--- src/rtl/uart_pkg.sv ---
// Shared definitions for the UART receive/transmit slice: receiver state
// encoding, character width and the bit-period helper.
package uart_pkg;

  localparam int UART_DATA_BITS = 8;

  typedef enum logic [2:0] {
    IDLE  = 3'd0,
    START = 3'd1,
    DATA  = 3'd2,
    STOP  = 3'd3,
    BREAK = 3'd4
  } rx_state_t;

  // Whole clock cycles per line bit; the fractional part is dropped.
  function automatic int cycles_per_bit(input int clock_frequency, input int baud_rate);
    return clock_frequency / baud_rate;
  endfunction

endpackage

--- src/rtl/uart_byte_receiver_if.sv ---
// Byte stream leaving the UART receiver: head-of-buffer byte with a
// valid/ready handshake plus the current buffer occupancy.
interface uart_byte_receiver_if #(
  parameter int FIFO_DEPTH = 4
);
  import uart_pkg::*;

  localparam int COUNT_WIDTH = $clog2(FIFO_DEPTH) + 1;

  logic [UART_DATA_BITS-1:0] data_out;
  logic                      data_out_valid;
  logic                      data_out_ready;
  logic [COUNT_WIDTH-1:0]    fifo_count;

  modport master (
    output data_out,
    output data_out_valid,
    output fifo_count,
    input  data_out_ready
  );

  modport slave (
    input  data_out,
    input  data_out_valid,
    input  fifo_count,
    output data_out_ready
  );

endinterface

--- src/rtl/uart_byte_receiver_fifo.sv ---
// First-word-fall-through byte buffer shared by the UART receive and
// transmit paths. A push into a full buffer only lands when a pop frees
// a slot in the same cycle; otherwise it is ignored.
module byte_fifo #(
  parameter int DEPTH = 4,
  parameter int WIDTH = 8
) (
  input  logic                   clock,
  input  logic                   reset,
  input  logic                   push,
  input  logic [WIDTH-1:0]       push_data,
  input  logic                   pop,
  output logic [WIDTH-1:0]       head_data,
  output logic [$clog2(DEPTH):0] count,
  output logic                   full,
  output logic                   empty
);

  localparam int PTR_WIDTH = $clog2(DEPTH);
  localparam logic [PTR_WIDTH:0] FULL_COUNT = (PTR_WIDTH + 1)'(DEPTH);

  logic [WIDTH-1:0]     storage [DEPTH];
  logic [PTR_WIDTH-1:0] wr_ptr;
  logic [PTR_WIDTH-1:0] rd_ptr;
  logic                 do_push;
  logic                 do_pop;

  assign empty     = (count == '0);
  assign full      = (count == FULL_COUNT);
  assign do_pop    = pop && !empty;
  assign do_push   = push && (!full || do_pop);
  assign head_data = empty ? '0 : storage[rd_ptr];

  // Storage needs no reset: a slot is only read after it has been written.
  always_ff @(posedge clock) begin
    if (do_push) begin
      storage[wr_ptr] <= push_data;
    end
  end

  // Pointers wrap naturally because the depth is a power of two.
  always_ff @(posedge clock or negedge reset) begin
    if (!reset) begin
      wr_ptr <= '0;
      rd_ptr <= '0;
      count  <= '0;
    end else begin
      if (do_push) begin
        wr_ptr <= wr_ptr + 1'b1;
      end
      if (do_pop) begin
        rd_ptr <= rd_ptr + 1'b1;
      end
      if (do_push && !do_pop) begin
        count <= count + 1'b1;
      end else if (do_pop && !do_push) begin
        count <= count - 1'b1;
      end
    end
  end

endmodule

--- src/rtl/uart_byte_receiver.sv ---
// 8N1 UART receiver: synchronises the line, samples each bit at its
// centre, buffers completed bytes and reports framing/overrun pulses.
module uart_byte_receiver
  import uart_pkg::*;
#(
  parameter int CLOCK_FREQUENCY = 100_000_000,
  parameter int BAUD_RATE       = 115200,
  parameter int FIFO_DEPTH      = 4
) (
  input  logic                        clock,
  input  logic                        reset,
  input  logic                        uart_receive,
  uart_byte_receiver_if.master        stream,
  output logic                        busy,
  output logic                        framing_error,
  output logic                        overrun_error
);

  localparam int CYCLES_PER_BIT = cycles_per_bit(CLOCK_FREQUENCY, BAUD_RATE);
  localparam int COUNTER_WIDTH  = $clog2(CYCLES_PER_BIT);
  localparam int INDEX_WIDTH    = $clog2(UART_DATA_BITS);

  localparam logic [COUNTER_WIDTH-1:0] HALF_BIT_LOAD = COUNTER_WIDTH'(CYCLES_PER_BIT / 2 - 1);
  localparam logic [COUNTER_WIDTH-1:0] FULL_BIT_LOAD = COUNTER_WIDTH'(CYCLES_PER_BIT - 1);
  localparam logic [INDEX_WIDTH-1:0]   LAST_INDEX    = INDEX_WIDTH'(UART_DATA_BITS - 1);

  logic sync_meta;
  logic rx_s;

  rx_state_t                 state;
  rx_state_t                 state_next;
  logic [COUNTER_WIDTH-1:0]  bit_counter;
  logic [COUNTER_WIDTH-1:0]  bit_counter_next;
  logic [INDEX_WIDTH-1:0]    bit_index;
  logic [INDEX_WIDTH-1:0]    bit_index_next;
  logic [UART_DATA_BITS-1:0] shift_reg;
  logic [UART_DATA_BITS-1:0] shift_reg_next;
  logic                      push_pending;
  logic                      push_next;
  logic                      framing_next;

  logic fifo_full;
  logic fifo_empty;
  logic pop;

  assign busy                  = (state != IDLE);
  assign stream.data_out_valid = !fifo_empty;
  assign pop                   = stream.data_out_valid && stream.data_out_ready;

  // Two-flop synchroniser; resets to the idle (high) line level.
  always_ff @(posedge clock or negedge reset) begin
    if (!reset) begin
      sync_meta <= 1'b1;
      rx_s      <= 1'b1;
    end else begin
      sync_meta <= uart_receive;
      rx_s      <= sync_meta;
    end
  end

  // Receiver state, bit timing and assembly registers.
  always_ff @(posedge clock or negedge reset) begin
    if (!reset) begin
      state         <= IDLE;
      bit_counter   <= '0;
      bit_index     <= '0;
      shift_reg     <= '0;
      push_pending  <= 1'b0;
      framing_error <= 1'b0;
    end else begin
      state         <= state_next;
      bit_counter   <= bit_counter_next;
      bit_index     <= bit_index_next;
      shift_reg     <= shift_reg_next;
      push_pending  <= push_next;
      framing_error <= framing_next;
    end
  end

  // Frame decoding: half a bit to the centre of the start bit, then one
  // full bit period between every following sample.
  always_comb begin
    state_next       = state;
    bit_counter_next = bit_counter;
    bit_index_next   = bit_index;
    shift_reg_next   = shift_reg;
    push_next        = 1'b0;
    framing_next     = 1'b0;
    unique case (state)
      IDLE: begin
        if (!rx_s) begin
          state_next       = START;
          bit_counter_next = HALF_BIT_LOAD;
        end
      end
      START: begin
        if (bit_counter != '0) begin
          bit_counter_next = bit_counter - 1'b1;
        end else if (!rx_s) begin
          state_next       = DATA;
          bit_counter_next = FULL_BIT_LOAD;
          bit_index_next   = '0;
        end else begin
          state_next = IDLE;
        end
      end
      DATA: begin
        if (bit_counter != '0) begin
          bit_counter_next = bit_counter - 1'b1;
        end else begin
          shift_reg_next[bit_index] = rx_s;
          bit_counter_next          = FULL_BIT_LOAD;
          if (bit_index == LAST_INDEX) begin
            state_next = STOP;
          end else begin
            bit_index_next = bit_index + 1'b1;
          end
        end
      end
      STOP: begin
        if (bit_counter != '0) begin
          bit_counter_next = bit_counter - 1'b1;
        end else if (rx_s) begin
          push_next  = 1'b1;
          state_next = IDLE;
        end else begin
          framing_next = 1'b1;
          state_next   = BREAK;
        end
      end
      BREAK: begin
        if (rx_s) begin
          state_next = IDLE;
        end
      end
      default: begin
        state_next = IDLE;
      end
    endcase
  end

  // A completed byte arriving at a full buffer with no pop is lost.
  always_ff @(posedge clock or negedge reset) begin
    if (!reset) begin
      overrun_error <= 1'b0;
    end else begin
      overrun_error <= push_pending && fifo_full && !pop;
    end
  end

  byte_fifo #(
    .DEPTH (FIFO_DEPTH),
    .WIDTH (UART_DATA_BITS)
  ) u_byte_fifo (
    .clock     (clock),
    .reset     (reset),
    .push      (push_pending),
    .push_data (shift_reg),
    .pop       (pop),
    .head_data (stream.data_out),
    .count     (stream.fifo_count),
    .full      (fifo_full),
    .empty     (fifo_empty)
  );

endmodule

--- src/flat_wrapper.sv ---
// flat-port wrapper written by rule: the top's interface ports become plain ports
module uart_byte_receiver_flat import uart_pkg::*;
#(
  parameter int CLOCK_FREQUENCY = 100_000_000,
  parameter int BAUD_RATE       = 115200,
  parameter int FIFO_DEPTH      = 4
)
  (clock, reset, uart_receive, busy, framing_error, overrun_error, stream_data_out, stream_data_out_valid, stream_fifo_count, stream_data_out_ready);
  uart_byte_receiver_if #(.FIFO_DEPTH(FIFO_DEPTH)) stream_i ();
  input  logic clock;
  input  logic reset;
  input  logic uart_receive;
  output logic busy;
  output logic framing_error;
  output logic overrun_error;
  output wire logic [$bits(stream_i.data_out)-1:0] stream_data_out;
  output wire logic [$bits(stream_i.data_out_valid)-1:0] stream_data_out_valid;
  output wire logic [$bits(stream_i.fifo_count)-1:0] stream_fifo_count;
  input wire logic [$bits(stream_i.data_out_ready)-1:0] stream_data_out_ready;
  assign stream_data_out = stream_i.data_out;
  assign stream_data_out_valid = stream_i.data_out_valid;
  assign stream_fifo_count = stream_i.fifo_count;
  assign stream_i.data_out_ready = stream_data_out_ready;
  uart_byte_receiver #(.CLOCK_FREQUENCY(CLOCK_FREQUENCY), .BAUD_RATE(BAUD_RATE), .FIFO_DEPTH(FIFO_DEPTH)) u_core (.clock(clock), .reset(reset), .uart_receive(uart_receive), .stream(stream_i), .busy(busy), .framing_error(framing_error), .overrun_error(overrun_error));
endmodule
--- config.mk ---
export PLATFORM = sky130hd
export DESIGN_NAME = uart_byte_receiver_flat
export DESIGN_NICKNAME = d
export VERILOG_FILES = /design/src/rtl/uart_pkg.sv /design/src/rtl/uart_byte_receiver_if.sv /design/src/rtl/uart_byte_receiver_fifo.sv /design/src/rtl/uart_byte_receiver.sv /design/src/flat_wrapper.sv
export SDC_FILE = /design/constraint.sdc
export NUM_CORES = 1
export LEC_CHECK = 0
export BUFFER_PORTS_ARGS = -buffer_cell sky130_fd_sc_hd__buf_2
export CAP_MARGIN = 20
export CORE_MARGIN = 2
export CORE_UTILIZATION = 35
export CTS_CLUSTER_SIZE = 25
export DETAILED_ROUTE_END_ITERATION = 6
export GPL_TIMING_DRIVEN = 1
export PLACE_DENSITY_LB_ADDON = 0.12
export SYNTH_ARGS = -nofsm -noshare
export SYNTH_HDL_FRONTEND = slang
export SYNTH_SLANG_ARGS = --single-unit
--- constraint.sdc ---
create_clock -name clock -period 5 [get_ports clock]
set_input_delay 1 -clock clock [delete_from_list [all_inputs] [get_ports clock]]
set_output_delay 1 -clock clock [all_outputs]
set_load 0.02 [all_outputs]
==> metrics.log <==
INFO  metric h_tree_lvls = 3
INFO  metric holdCritPathClass = reg -> reg
INFO  metric skew = 8.09 ps
INFO  metric final-setup-viol-count = 0
INFO  metric cts-root-buf = sky130_fd_sc_hd__clkbuf_8
INFO  metric slew_viol_final = 0
INFO  metric pwr-share-comb = 0.9%
INFO  metric antenna_violating_nets_post_route = 0
INFO  metric rows = 34
INFO  metric worst_slew_pin_slew = 821 ps
INFO  metric detailroute.via_count = 1,877
INFO  metric critical_path_arrival = 1960 ps
INFO  metric route.detailed.drc = 0
INFO  metric num-fill-cells = 836
INFO  metric postSynthNetCount = 251
INFO  metric final_hold_viol_count = 0
INFO  metric grt_pass1_vias = 1,973
INFO  metric powerDensity = 292 nW/um2
INFO  metric critPathLaunchType = register
INFO  metric seq_area_frac_synth = 60.5%
INFO  metric accumulated_negative_setup_slack = 0 ps
INFO  metric netSwitchingFraction = 23.7%
INFO  metric io_buffers = 18
INFO  metric antenna_found_initial = 0
INFO  metric grt_overflow_total = 0
INFO  metric leakage = 1.46 nW
INFO  metric setup.worst_path.start = u_core.u_byte_fifo.rd_ptr[0]
INFO  metric layout.cells.most_common_list = 34 x sky130_fd_sc_hd__dfrtp_1, 32 x sky130_fd_sc_hd__edfxtp_1, 18 x sky130_fd_sc_hd__buf_2
INFO  metric gr-usage-all-layers = 13.1%
INFO  metric first_pass_iters = 4
INFO  metric area_inside_the_core_boundary = 8640 um2
INFO  metric power.clock.fraction = 41.3%
INFO  metric worst-r2r-setup-slack = 2170 ps
INFO  metric yosys_register_bits = 68
INFO  metric cellInternalPower = 0.770 mW
INFO  metric global_route_wire_length_before_repair = 9860 um
INFO  metric outcome = complete, no violations
INFO  metric floorplan.die.height = 97.8 um
INFO  metric yosys_warnings = 0
INFO  metric synth_area_per_cell = 12.9 um2
INFO  metric finalWorstPathRequiredPeriod = 2960 ps
INFO  metric diodes = 0
INFO  metric fin_crit_sh = 59.2%
INFO  metric clk_pin_slew = 80 ps
INFO  metric tritoncts = done
INFO  metric total_of_hold_buffers_inserted_after_clock_tree_synthesis = 0
INFO  metric mostFrequentLayoutCell = sky130_fd_sc_hd__dfrtp_1
INFO  metric synthFlopType = sky130_fd_sc_hd__dfrtp_1
INFO  metric cts_made_buffers = 9
INFO  metric gpl.final_weighted_congestion = 0.741
INFO  metric first_iter_violations = 40
INFO  metric floorplan.initialDensity = 35.7%
INFO  metric fmaxAchievable = 338 MHz
INFO  metric ys_async_sr_fraction = 52.9%
INFO  metric syn2layout_area_growth = 12.0%
INFO  metric max-clock-path-buffers = 2
INFO  metric cts.sink_count = 68
INFO  metric synth_enable_flop_cells = 32
INFO  metric required = 4000 ps
INFO  metric worstHoldStart = u_core.sync_meta
INFO  metric max_cap_violations = 0
INFO  metric post_synth_num_cell_types = 51
INFO  metric cts_setup_buffers = 0
INFO  metric crit_path_kind = reg -> out
INFO  metric final_layout_size_suffix_gt1_share = 20.2%
INFO  metric total_of_cells_resized_after_clock_tree_synthesis = 0
INFO  metric detail_route.wirelength = 5600 um
INFO  metric grt_start_max_net_pins = 37
INFO  metric netlist_area = 3080 um2
INFO  metric vdd.ir_drop.worst = 0.112 mV
INFO  metric clock_latency = 340 ps
INFO  metric synthCells = 238
INFO  metric wire_per_inst = 15.1 um
INFO  metric number_of_flip_flops_under_the_largest_register_name = 32
INFO  metric seqPwrFrac = 57.8%
INFO  metric floorplan.die_area = 9570 um2
INFO  metric postPlaceCellArea = 3270 um2
INFO  metric die_x = 97.8 um
INFO  metric regToRegStartpoint = u_core.bit_counter[0]
INFO  metric grt_setup_unrepaired = false
INFO  metric i_o_pin_count = 19
INFO  metric p_sw = 0.239 mW
INFO  metric nets = 271
INFO  metric dp_hpwl = 3800 um
INFO  metric detail_route.vias_per_cell = 5.06
INFO  metric timing.max_slew.rel_slack = 45.2%
INFO  metric timing.critical_path.to_type = primary output
INFO  metric layout.cell_area.non_filler = 3450 um2
INFO  metric critical_path_peak_fanout = 10
==> cells by family (layout without fill, tap and decap cells) <==
family / after synthesis / count (layout) / share of synthesized area [%]
buf+inv: 17 / 42 / 2.23
simple gates: 78 / 78 / 13.8
fa+ha+maj: 9 / 9 / 3.90
mux: 12 / 12 / 7.31
compound gates: 48 / 48 / 10.5
xor+xnor: 6 / 6 / 1.71
flops: 68 / 68 / 60.5
==> worst paths after layout <==
path / end / depth (start not counted)
min in group asynchronous: u_core.u_byte_fifo.count[1] / 1
min: u_core.rx_s / 0
max reg2reg: u_core.shift_reg[1] / 7
min reg2reg: u_core.rx_s / 0
max in group asynchronous: u_core.shift_reg[4] / 1
max: stream_data_out[0] / 3
==> worst max-delay path, cell delays in order (launching register included) <==
cell                      delay, ps
sky130_fd_sc_hd__dfrtp_1        720
sky130_fd_sc_hd__mux4_2         590
sky130_fd_sc_hd__and2_1         160
sky130_fd_sc_hd__buf_2          150
==> power by group through the flow <==
stage / registers, mW / logic, mW / clock network, mW
final: 0.584 / 0.00906 / 0.417
after global routing: 0.584 / 0.0111 / 0.457
after detailed placement: 0.595 / 0.00994 / 0
after global placement: 0.596 / 0.00995 / 0
after CTS: 0.584 / 0.00987 / 0.433
after floorplan: 0.594 / 0.00274 / 0
==> metal layers <==
layer  vias up  share of wire [%]  global-route usage, %
met4         0                2.2                   5.24
met5         -                  0                      0
met1       911                 46                   16.9
met3        12                2.7                   3.36
li1        925                  -                      -
met2        29                 49                   21.1
==> metrics by stage <==
step | utilization (%) | total power [mW] | instances | setup WS (ps) | hold WS [ps]
2_1_floorplan | - | 0.597 | 238 | 2430 | 345
3_3_place_gp | 37.8 | 0.605 | 355 | 2280 | 347
3_5_place_dp | 37.8 | 0.605 | 355 | 2160 | 349
4_1_cts | 40.0 | 1.03 | 371 | 1960 | 361
5_1_grt | 40.0 | 1.05 | 371 | 1880 | 364
6_report | 40.0 | 1.01 | 371 | 2040 | 359
==> synth_stat cells, types with 2 or more instances <==
cell type                   n  area [um2]
sky130_fd_sc_hd__clkbuf_1   6        22.5
sky130_fd_sc_hd__o21ai_1    3        15.0
sky130_fd_sc_hd__dfstp_2    2        52.6
sky130_fd_sc_hd__a311oi_1   2        17.5
sky130_fd_sc_hd__nand2_1   17        63.8
sky130_fd_sc_hd__o31ai_1    8        60.1
sky130_fd_sc_hd__or3_1      5        31.3
sky130_fd_sc_hd__o21ai_0   13        65.1
sky130_fd_sc_hd__mux2_1     2        22.5
sky130_fd_sc_hd__xor2_1     2        17.5
sky130_fd_sc_hd__mux2_2     2        22.5
sky130_fd_sc_hd__nor2_1    13        48.8
sky130_fd_sc_hd__a21oi_1    9        45.0
sky130_fd_sc_hd__inv_1      8        30.0
sky130_fd_sc_hd__o22a_1     2        17.5
sky130_fd_sc_hd__mux4_2     8         180
sky130_fd_sc_hd__xnor2_1    4        35.0
sky130_fd_sc_hd__dfrtp_1   34         851
sky130_fd_sc_hd__and2_1    14        87.6
sky130_fd_sc_hd__edfxtp_1  32         961
sky130_fd_sc_hd__nand3b_1   2        15.0
sky130_fd_sc_hd__ha_1       8         100
sky130_fd_sc_hd__nor2b_1    3        18.8
sky130_fd_sc_hd__nand3_1    2        10.0
sky130_fd_sc_hd__or2_2      2        12.5
sky130_fd_sc_hd__nor3_1     5        25.0
sky130_fd_sc_hd__nand2b_1   6        37.5
==> cell type report <==
cell class	count	area, um2	area share, %
sequential	68	1860	54.0
clock inverter	7	58.8	1.70
tap	108	135	3.92
multi-input combinational	153	1150	33.3
inverter	8	30.0	0.870
timing repair buffer	18	90.1	2.61
clock buffer	9	124	3.59
Power figures use the tool's default switching activity.
